$ cat src/rtl/keypad_pkg.sv
// Shared key codes, scan FSM state type and the default 4x4 key map.
package keypad_pkg;

  localparam logic [3:0] KEY_CLEAR   = 4'hF;
  localparam logic [3:0] KEY_CONFIRM = 4'hE;
  localparam logic [3:0] KEY_NONE    = 4'hD;

  typedef enum logic [2:0] {
    S_IDLE,
    S_SCAN,
    S_DEBOUNCE,
    S_PRESSED,
    S_RELEASE
  } scan_state_t;

  // Rows 0..2 of columns 0..2 are the digits 1..9; row 3 holds CLEAR, 0, CONFIRM.
  // Column 3 and anything outside the 4x4 grid decode to NONE.
  function automatic logic [3:0] keymap(input int r, input int c);
    logic [3:0] code;
    code = KEY_NONE;
    if (r >= 0 && r < 3 && c >= 0 && c < 3) begin
      code = 4'(r * 3 + c + 1);
    end else if (r == 3) begin
      if (c == 0)      code = KEY_CLEAR;
      else if (c == 1) code = 4'd0;
      else if (c == 2) code = KEY_CONFIRM;
    end
    return code;
  endfunction

endpackage

$ cat src/rtl/keypad_scan.sv
// Keypad scanner: row synchroniser, scan tick divider and the scan/debounce FSM.
//
//   state      | meaning
//   S_IDLE     | all columns driven low, waiting for any row to go low
//   S_SCAN     | one column low at a time, locating the pressed key
//   S_DEBOUNCE | (row, col) latched, waiting for DEB_TICKS stable low samples
//   S_PRESSED  | key accepted, waiting for the row to go high
//   S_RELEASE  | row high, waiting for DEB_TICKS stable high samples
module keypad_scan
  import keypad_pkg::*;
#(
  parameter int ROWS      = 4,
  parameter int COLS      = 4,
  parameter int SCAN_DIV  = 50000,
  parameter int DEB_TICKS = 4
) (
  input  logic            clk,
  input  logic            rst,
  input  logic            en,
  input  logic [ROWS-1:0] row,
  output logic [COLS-1:0] col,
  output logic            key_valid,
  output logic [3:0]      key_code
);

  localparam int RW = (ROWS > 1) ? $clog2(ROWS) : 1;
  localparam int CW = (COLS > 1) ? $clog2(COLS) : 1;
  localparam int TW = $clog2(SCAN_DIV);
  localparam int DW = (DEB_TICKS > 1) ? $clog2(DEB_TICKS) : 1;
  localparam logic [TW-1:0] TICK_LOAD = TW'(SCAN_DIV - 1);
  localparam logic [DW-1:0] DEB_LOAD  = DW'(DEB_TICKS - 1);

  logic [ROWS-1:0] row_meta, row_sync;
  logic [TW-1:0]   tick_cnt;
  logic            tick;
  scan_state_t     state, state_n;
  logic [CW-1:0]   col_idx, col_idx_n;
  logic [RW-1:0]   row_idx, row_idx_n, low_idx;
  logic [DW-1:0]   deb_cnt, deb_n;
  logic            any_low, row_hit;
  logic            key_valid_n;
  logic [3:0]      key_code_n;
  logic [COLS-1:0] col_n;

  // Two-flop synchroniser; idle rows read high.
  always_ff @(posedge clk or posedge rst) begin
    if (rst) begin
      row_meta <= '1;
      row_sync <= '1;
    end else begin
      row_meta <= row;
      row_sync <= row_meta;
    end
  end

  assign tick = (tick_cnt == '0);

  // Down-counter producing a one-clk scan tick every SCAN_DIV clocks.
  always_ff @(posedge clk or posedge rst) begin
    if (rst)       tick_cnt <= TICK_LOAD;
    else if (tick) tick_cnt <= TICK_LOAD;
    else           tick_cnt <= tick_cnt - 1'b1;
  end

  // Lowest-index low row and whether the latched row is currently low.
  always_comb begin
    any_low = |(~row_sync);
    low_idx = '0;
    for (int i = ROWS - 1; i >= 0; i--) begin
      if (!row_sync[i]) low_idx = RW'(i);
    end
    row_hit = !row_sync[row_idx];
  end

  // FSM state, latched key position, counters and registered outputs.
  always_ff @(posedge clk or posedge rst) begin
    if (rst) begin
      state     <= S_IDLE;
      col_idx   <= '0;
      row_idx   <= '0;
      deb_cnt   <= '0;
      key_valid <= 1'b0;
      key_code  <= '0;
      col       <= '1;
    end else begin
      state     <= state_n;
      col_idx   <= col_idx_n;
      row_idx   <= row_idx_n;
      deb_cnt   <= deb_n;
      key_valid <= key_valid_n;
      key_code  <= key_code_n;
      col       <= col_n;
    end
  end

  // Next-state logic; column drive is registered from the state being entered.
  always_comb begin
    state_n     = state;
    col_idx_n   = col_idx;
    row_idx_n   = row_idx;
    deb_n       = deb_cnt;
    key_valid_n = 1'b0;
    key_code_n  = key_code;

    if (!en) begin
      state_n = S_IDLE;
    end else if (tick) begin
      case (state)
        S_IDLE: begin
          if (any_low) begin
            state_n   = S_SCAN;
            col_idx_n = '0;
          end
        end
        S_SCAN: begin
          if (any_low) begin
            state_n   = S_DEBOUNCE;
            row_idx_n = low_idx;
            deb_n     = DEB_LOAD;
          end else if (col_idx == CW'(COLS - 1)) begin
            state_n = S_IDLE;
          end else begin
            col_idx_n = col_idx + 1'b1;
          end
        end
        S_DEBOUNCE: begin
          if (!row_hit) begin
            state_n = S_IDLE;
          end else if (deb_cnt == '0) begin
            state_n     = S_PRESSED;
            key_valid_n = 1'b1;
            key_code_n  = keymap(int'(row_idx), int'(col_idx));
          end else begin
            deb_n = deb_cnt - 1'b1;
          end
        end
        S_PRESSED: begin
          if (!row_hit) begin
            state_n = S_RELEASE;
            deb_n   = DEB_LOAD;
          end
        end
        S_RELEASE: begin
          if (row_hit) begin
            state_n = S_PRESSED;
          end else if (deb_cnt == '0) begin
            state_n = S_IDLE;
          end else begin
            deb_n = deb_cnt - 1'b1;
          end
        end
        default: state_n = S_IDLE;
      endcase
    end

    col_n = '1;
    if (en) begin
      if (state_n == S_IDLE) col_n = '0;
      else                   col_n[col_idx_n] = 1'b0;
    end
  end

endmodule

$ cat src/rtl/keypad_entry_ctrl.sv
// Keypad front end: scanner plus saturating decimal entry and a circular commit history.
module keypad_entry_ctrl
  import keypad_pkg::*;
#(
  parameter int ROWS      = 4,
  parameter int COLS      = 4,
  parameter int VAL_W     = 10,
  parameter int DEPTH     = 4,
  parameter int SCAN_DIV  = 50000,
  parameter int DEB_TICKS = 4
) (
  input  logic                     clk,
  input  logic                     rst,
  input  logic                     en,
  input  logic [ROWS-1:0]          row,
  output logic [COLS-1:0]          col,
  input  logic [VAL_W-1:0]         headroom,
  output logic                     key_valid,
  output logic [3:0]               key_code,
  output logic [VAL_W-1:0]         entry,
  output logic                     commit_valid,
  output logic [VAL_W-1:0]         commit_value,
  input  logic [$clog2(DEPTH)-1:0] hist_rd_idx,
  output logic [VAL_W-1:0]         hist_rd_data,
  output logic                     hist_rd_ok,
  output logic [$clog2(DEPTH):0]   hist_count
);

  localparam int AW   = $clog2(DEPTH);
  localparam int CNTW = AW + 1;
  localparam int SW   = VAL_W + 4;

  logic [VAL_W-1:0] hist [DEPTH];
  logic [AW-1:0]    wr_ptr;
  logic [SW-1:0]    digit_sum;
  logic [VAL_W-1:0] entry_clamped;
  logic [AW:0]      rd_sum;
  logic [AW-1:0]    rd_slot;

  keypad_scan #(
    .ROWS      (ROWS),
    .COLS      (COLS),
    .SCAN_DIV  (SCAN_DIV),
    .DEB_TICKS (DEB_TICKS)
  ) u_scan (
    .clk       (clk),
    .rst       (rst),
    .en        (en),
    .row       (row),
    .col       (col),
    .key_valid (key_valid),
    .key_code  (key_code)
  );

  // Appending a digit is done with 4 bits of headroom so the product never wraps.
  always_comb begin
    digit_sum     = {4'd0, entry} * SW'(10) + SW'(key_code);
    entry_clamped = (digit_sum > {4'd0, headroom}) ? headroom : digit_sum[VAL_W-1:0];
  end

  // Entry register and history ring, updated on the clock after each accepted key.
  always_ff @(posedge clk or posedge rst) begin
    if (rst) begin
      entry        <= '0;
      commit_valid <= 1'b0;
      commit_value <= '0;
      wr_ptr       <= '0;
      hist_count   <= '0;
      for (int i = 0; i < DEPTH; i++) hist[i] <= '0;
    end else begin
      commit_valid <= 1'b0;
      if (key_valid) begin
        if (key_code <= 4'd9) begin
          entry <= entry_clamped;
        end else if (key_code == KEY_CLEAR) begin
          entry <= '0;
        end else if (key_code == KEY_CONFIRM && entry != '0) begin
          hist[wr_ptr] <= entry;
          commit_valid <= 1'b1;
          commit_value <= entry;
          wr_ptr       <= (wr_ptr == AW'(DEPTH - 1)) ? '0 : wr_ptr + 1'b1;
          if (hist_count != CNTW'(DEPTH)) hist_count <= hist_count + 1'b1;
          entry        <= '0;
        end
      end
    end
  end

  // Newest-first read: slot = (wr_ptr - 1 - idx) mod DEPTH, zero when idx is not stored.
  always_comb begin
    rd_sum       = {1'b0, wr_ptr} + CNTW'(DEPTH - 1) - {1'b0, hist_rd_idx};
    rd_slot      = (rd_sum >= CNTW'(DEPTH)) ? AW'(rd_sum - CNTW'(DEPTH)) : AW'(rd_sum);
    hist_rd_ok   = ({1'b0, hist_rd_idx} < hist_count);
    hist_rd_data = '0;
    if (hist_rd_ok) hist_rd_data = hist[rd_slot];
  end

endmodule

$ cat config.mk
export PLATFORM = sky130hd
export DESIGN_NAME = keypad_entry_ctrl
export DESIGN_NICKNAME = d
export VERILOG_FILES = /design/src/rtl/keypad_pkg.sv /design/src/rtl/keypad_scan.sv /design/src/rtl/keypad_entry_ctrl.sv
export SDC_FILE = /design/constraint.sdc
export NUM_CORES = 1
export LEC_CHECK = 0
export BUFFER_PORTS_ARGS = -buffer_cell sky130_fd_sc_hd__buf_4
export CORE_ASPECT_RATIO = 0.6
export CORE_MARGIN = 4
export CORE_UTILIZATION = 35
export CTS_BUF_LIST = sky130_fd_sc_hd__clkbuf_4 sky130_fd_sc_hd__clkbuf_8 sky130_fd_sc_hd__clkbuf_16
export CTS_CLUSTER_DIAMETER = 200
export DETAILED_ROUTE_END_ITERATION = 16
export GPL_TIMING_DRIVEN = 1
export MAX_ROUTING_LAYER = met4
export SYNTH_ARGS = -nofsm -noshare
export SYNTH_HDL_FRONTEND = slang
export SYNTH_SLANG_ARGS = --single-unit
$ cat constraint.sdc
create_clock -name clk -period 8.8 [get_ports clk]
set_input_delay 0.44 -clock clk [delete_from_list [all_inputs] [get_ports clk]]
set_output_delay 0.44 -clock clk [all_outputs]
set_load 0.02 [all_outputs]
==> metrics.md <==
| Metric | Value |
|---|---|
| Outcome | finished clean |
| Worst slew margin | approximately 16% |
| Final setup vio count | 0 |
| Syn Nets | 636 |
| DR pass1 iterations | 4 |
| Initial DRC count | between 200 and 300 |
| CTS Buffer Depth | 2 |
| Routed vias/inst | 5.12 |
| Storage cell area | 0.00273 sq mm |
| Antenna violations before repair | 0 |
| CP dominant cell by count | ha_1 |
| Pre-CTS setup slack | just under 4 ns |
| CP Cell Sequence | ha_1 -> ha_1 -> inv_1 -> fa_1 -> nand2b_1 -> nor3_1 -> nand3_1 -> xnor2_1 -> ha_1 -> nand4_1 -> a21oi_1 -> o21ai_0 -> a21oi_1 -> a221oi_1 -> and2_1 -> o311ai_0 |
| Synth Flop Type | dfrtp_1 |
| Core box area | around 0.017 sq mm |
| Synth top area cells | dfrtp_1 36%, ha_1 9.6%, dfstp_2 9.0% |
| Library cells used by synthesis | 53 |
| H-tree depth | 3 |
| Worst setup path class | flip-flop to flip-flop |
| DIE AREA | just under 0.02 sq mm |
| Sequential fraction of the synthesis area | 44.6% |
| Max-slew violations | 0 |
| CP arrival | approximately 5.3 ns |
| # DRC | 0 |
| Post-CTS sizing | 0 |
| Delay of the slowest critical-path stage | 0.97 ns |
| VDD IR max | 0.0000967 V |
| GRT Total Usage | 15.4% |
| Util after Layout | 41.6% |
| Synth Instances | 566 |
| Vias in the first global route | around 4.5k |
| TritonCTS clock tree | done |
| Core Rows | 37 |
| First-pass GRT wire length | between 20000 and 25000 um |
| CTS root buf | clkbuf_16 |
| I/O pin count | 63 |
| # placed instances | 849 |
| Min cycle time layout | 5.05 ns |
| Pwr dens | 149 mW/mm^2 |
| Layout cell share with drive strength beyond 1 | 26.8% |
| Asr flop ratio synth | 100% |
| Setup Skew | 0.0107 ns |
| Final worst-path cycle share | 57.4% |
| Congestion Overflow GR | 0 |
| Skew-Pair Late Insertion Delay | 0.35 ns |
| Nets | 696 |
| Postcts setup bufs | 0 |
| Area grow syn2layout | 16.4% |
| Largest net degree at the start of global routing | 83 |
| Clk sinks | between 100 and 150 |
| Reg clk slew, reported paths | about 0.080 ns |
| ANT cells | 0 |
| Final hold vios | 0 |
| Synth cell count leaders | 87 x dfrtp_1, 66 x nand2_1, 47 x ha_1, 47 x mux2_2, 37 x inv_1 |
| Filler cells | 1685 |
| Die height | 110 um |
| Synthesized area per cell | 10.8 sq um |
| Hold Worst Slack | 0.0598 ns |
| Area of the multi-input gates | 0.00319 sq mm |
| RSZ-0062 raised after global routing | false |
| Synth top area share | between 30 and 40% |
| HPWL Detailed | ~11000 um |
| EDFF count, synth | 0 |
| Worst Path Max Fanout | 11 |
| Type of the tightest min-delay check | primary input to async pin |
| Num CTS Buffers | 9 |
| Cell with the most instances after synthesis | dfrtp_1 |
| CP bufs+invs | 1 |
| MaxCap Viol Count | 0 |
| Yosys reg bits | 108 |
| Static Leakage | 3.42 nW |
| DRT antenna net count | 0 |
| GP Congestion | 0.850 |
| Synth Cell Area | 0.00612 sq mm |
| Setup_tns | 0 ns |
| Fmax | 198 MHz |
| Synth warn | 0 |
| Die W | approximately 180 um |
| Starting density of the core | 35.8% |
| CTS hold repair buffers | 0 |
| Synth area leader | dfrtp_1 |
| PortBufs | 62 |
| Routed WL | approximately 14000 um |
| Slowest stage cell, crit path | a221oi_1 |
| Crit path max-delay family | compound AO/OA/AOI/OAI gates |
| Startpoint Class | flip-flop |
| CP Capture Type | flip-flop |
| Final worst setup slack | around 3.7 ns |
| Worst-margin pin slew | about 1.3 ns |
| Crit path required time | 8.99 ns |
| Vias | 4430 |
| Post-route insts no fill | 865 |
| WL per Instance | 16.6 um |
worst reg2reg max path, stage by stage, from the launching register on:
cell and delay (ns):
dfrtp_1 0.52, ha_1 0.35, ha_1 0.22, inv_1 0.07, fa_1 0.44, nand2b_1 0.20
nor3_1 0.38, nand3_1 0.16, xnor2_1 0.29, ha_1 0.31, nand4_1 0.13, a21oi_1 0.06
o21ai_0 0.09, a21oi_1 0.10, a221oi_1 0.97, and2_1 0.45, o311ai_0 0.17
sequential cells by signal, indices dropped and copies added (netlist names):
| name | count |
|---|---|
| hist | 40 |
| u_scan.tick_cnt | 16 |
| commit_value | 10 |
| entry | 10 |
| u_scan.col | 4 |
| u_scan.key_code | 4 |
| u_scan.row_meta | 4 |
| u_scan.row_sync | 4 |
| hist_count | 3 |
| u_scan.state | 3 |
| u_scan.col_idx | 2 |
| u_scan.deb_cnt | 2 |
| u_scan.row_idx | 2 |
| wr_ptr | 2 |
| commit_valid | 1 |
| u_scan.key_valid | 1 |
path summary, 6_finish.rpt:
check	end	slack, ns	start	cells past startpoint
hold reg to reg	u_scan.row_sync[3]$_DFF_PP1_	0.36	u_scan.row_meta[3]$_DFF_PP1_	0
min in group clk	u_scan.row_meta[3]$_DFF_PP1_	0.19	row[3]	1
setup reg to reg	entry[2]$_DFFE_PP0P_	3.75	entry[1]$_DFFE_PP0P_	16
setup / recovery	entry[2]$_DFFE_PP0P_	3.75	entry[1]$_DFFE_PP0P_	16
max in group asynchronous	entry[2]$_DFFE_PP0P_	7.39	rst	3
hold / removal	hist[39]$_DFFE_PP0P_	0.06	rst	2
kinds of logic after synthesis:
kind of cell / share of synthesized area (%)
adder cells (fa/ha/maj): 10.9
flip-flops: 44.6
XOR/XNOR: 3.29
buffers and inverters: 3.29
AO/OA/AOI/OAI: 9.58
AND/OR/NAND/NOR: 15.4
multiplexers: 13.0
layout by cell type, fill, tap and decap left out, types with 12 or more instances in the layout:
cell type  instances
dfrtp_1           87
nand2_1           66
buf_4             64
mux2_2            47
ha_1              47
inv_1             36
nor2_1            25
a21oi_1           23
o21ai_0           22
dfstp_2           21
nor2b_1           15
xor2_1            12
metal layers:
metal	vias to the layer above	part of all wire (%)	GRT usage, %
li1	2145	-	-
met1	2178	51	22.9
met2	101	43	21.6
met3	6	6.1	4.00
met4	0	0.53	2.35
met5	-	0	-
per-stage QoR:
step / instance area [sq um] / power (W)
finish: 7130 / 0.00107
floorplan: 6120 / 0.000629
global route: 7130 / 0.00112
detailed placement: 6840 / 0.000677
global placement: 6840 / 0.000672
CTS: 7130 / 0.00108
layout make-up:
| cell class | instances | area share, % |
|---|---|---|
| clock buffer | 9 | 3.16 |
| clock inverter | 7 | 0.965 |
| inverter | 37 | 1.98 |
| multi-input combinational | 406 | 44.8 |
| sequential | 108 | 38.3 |
| tap | 234 | 4.11 |
| timing repair buffer | 64 | 6.74 |
power breakdown:
group / internal (W) / switching (W) / total [W]
logic: 0.0000606 / 0.0000908 / 0.000151
registers: 0.000504 / 0.0000124 / 0.000517
clock network: 0.000199 / 0.000199 / 0.000397
total: 0.000763 / 0.000302 / 0.00107
Power figures use the tool's default switching activity.
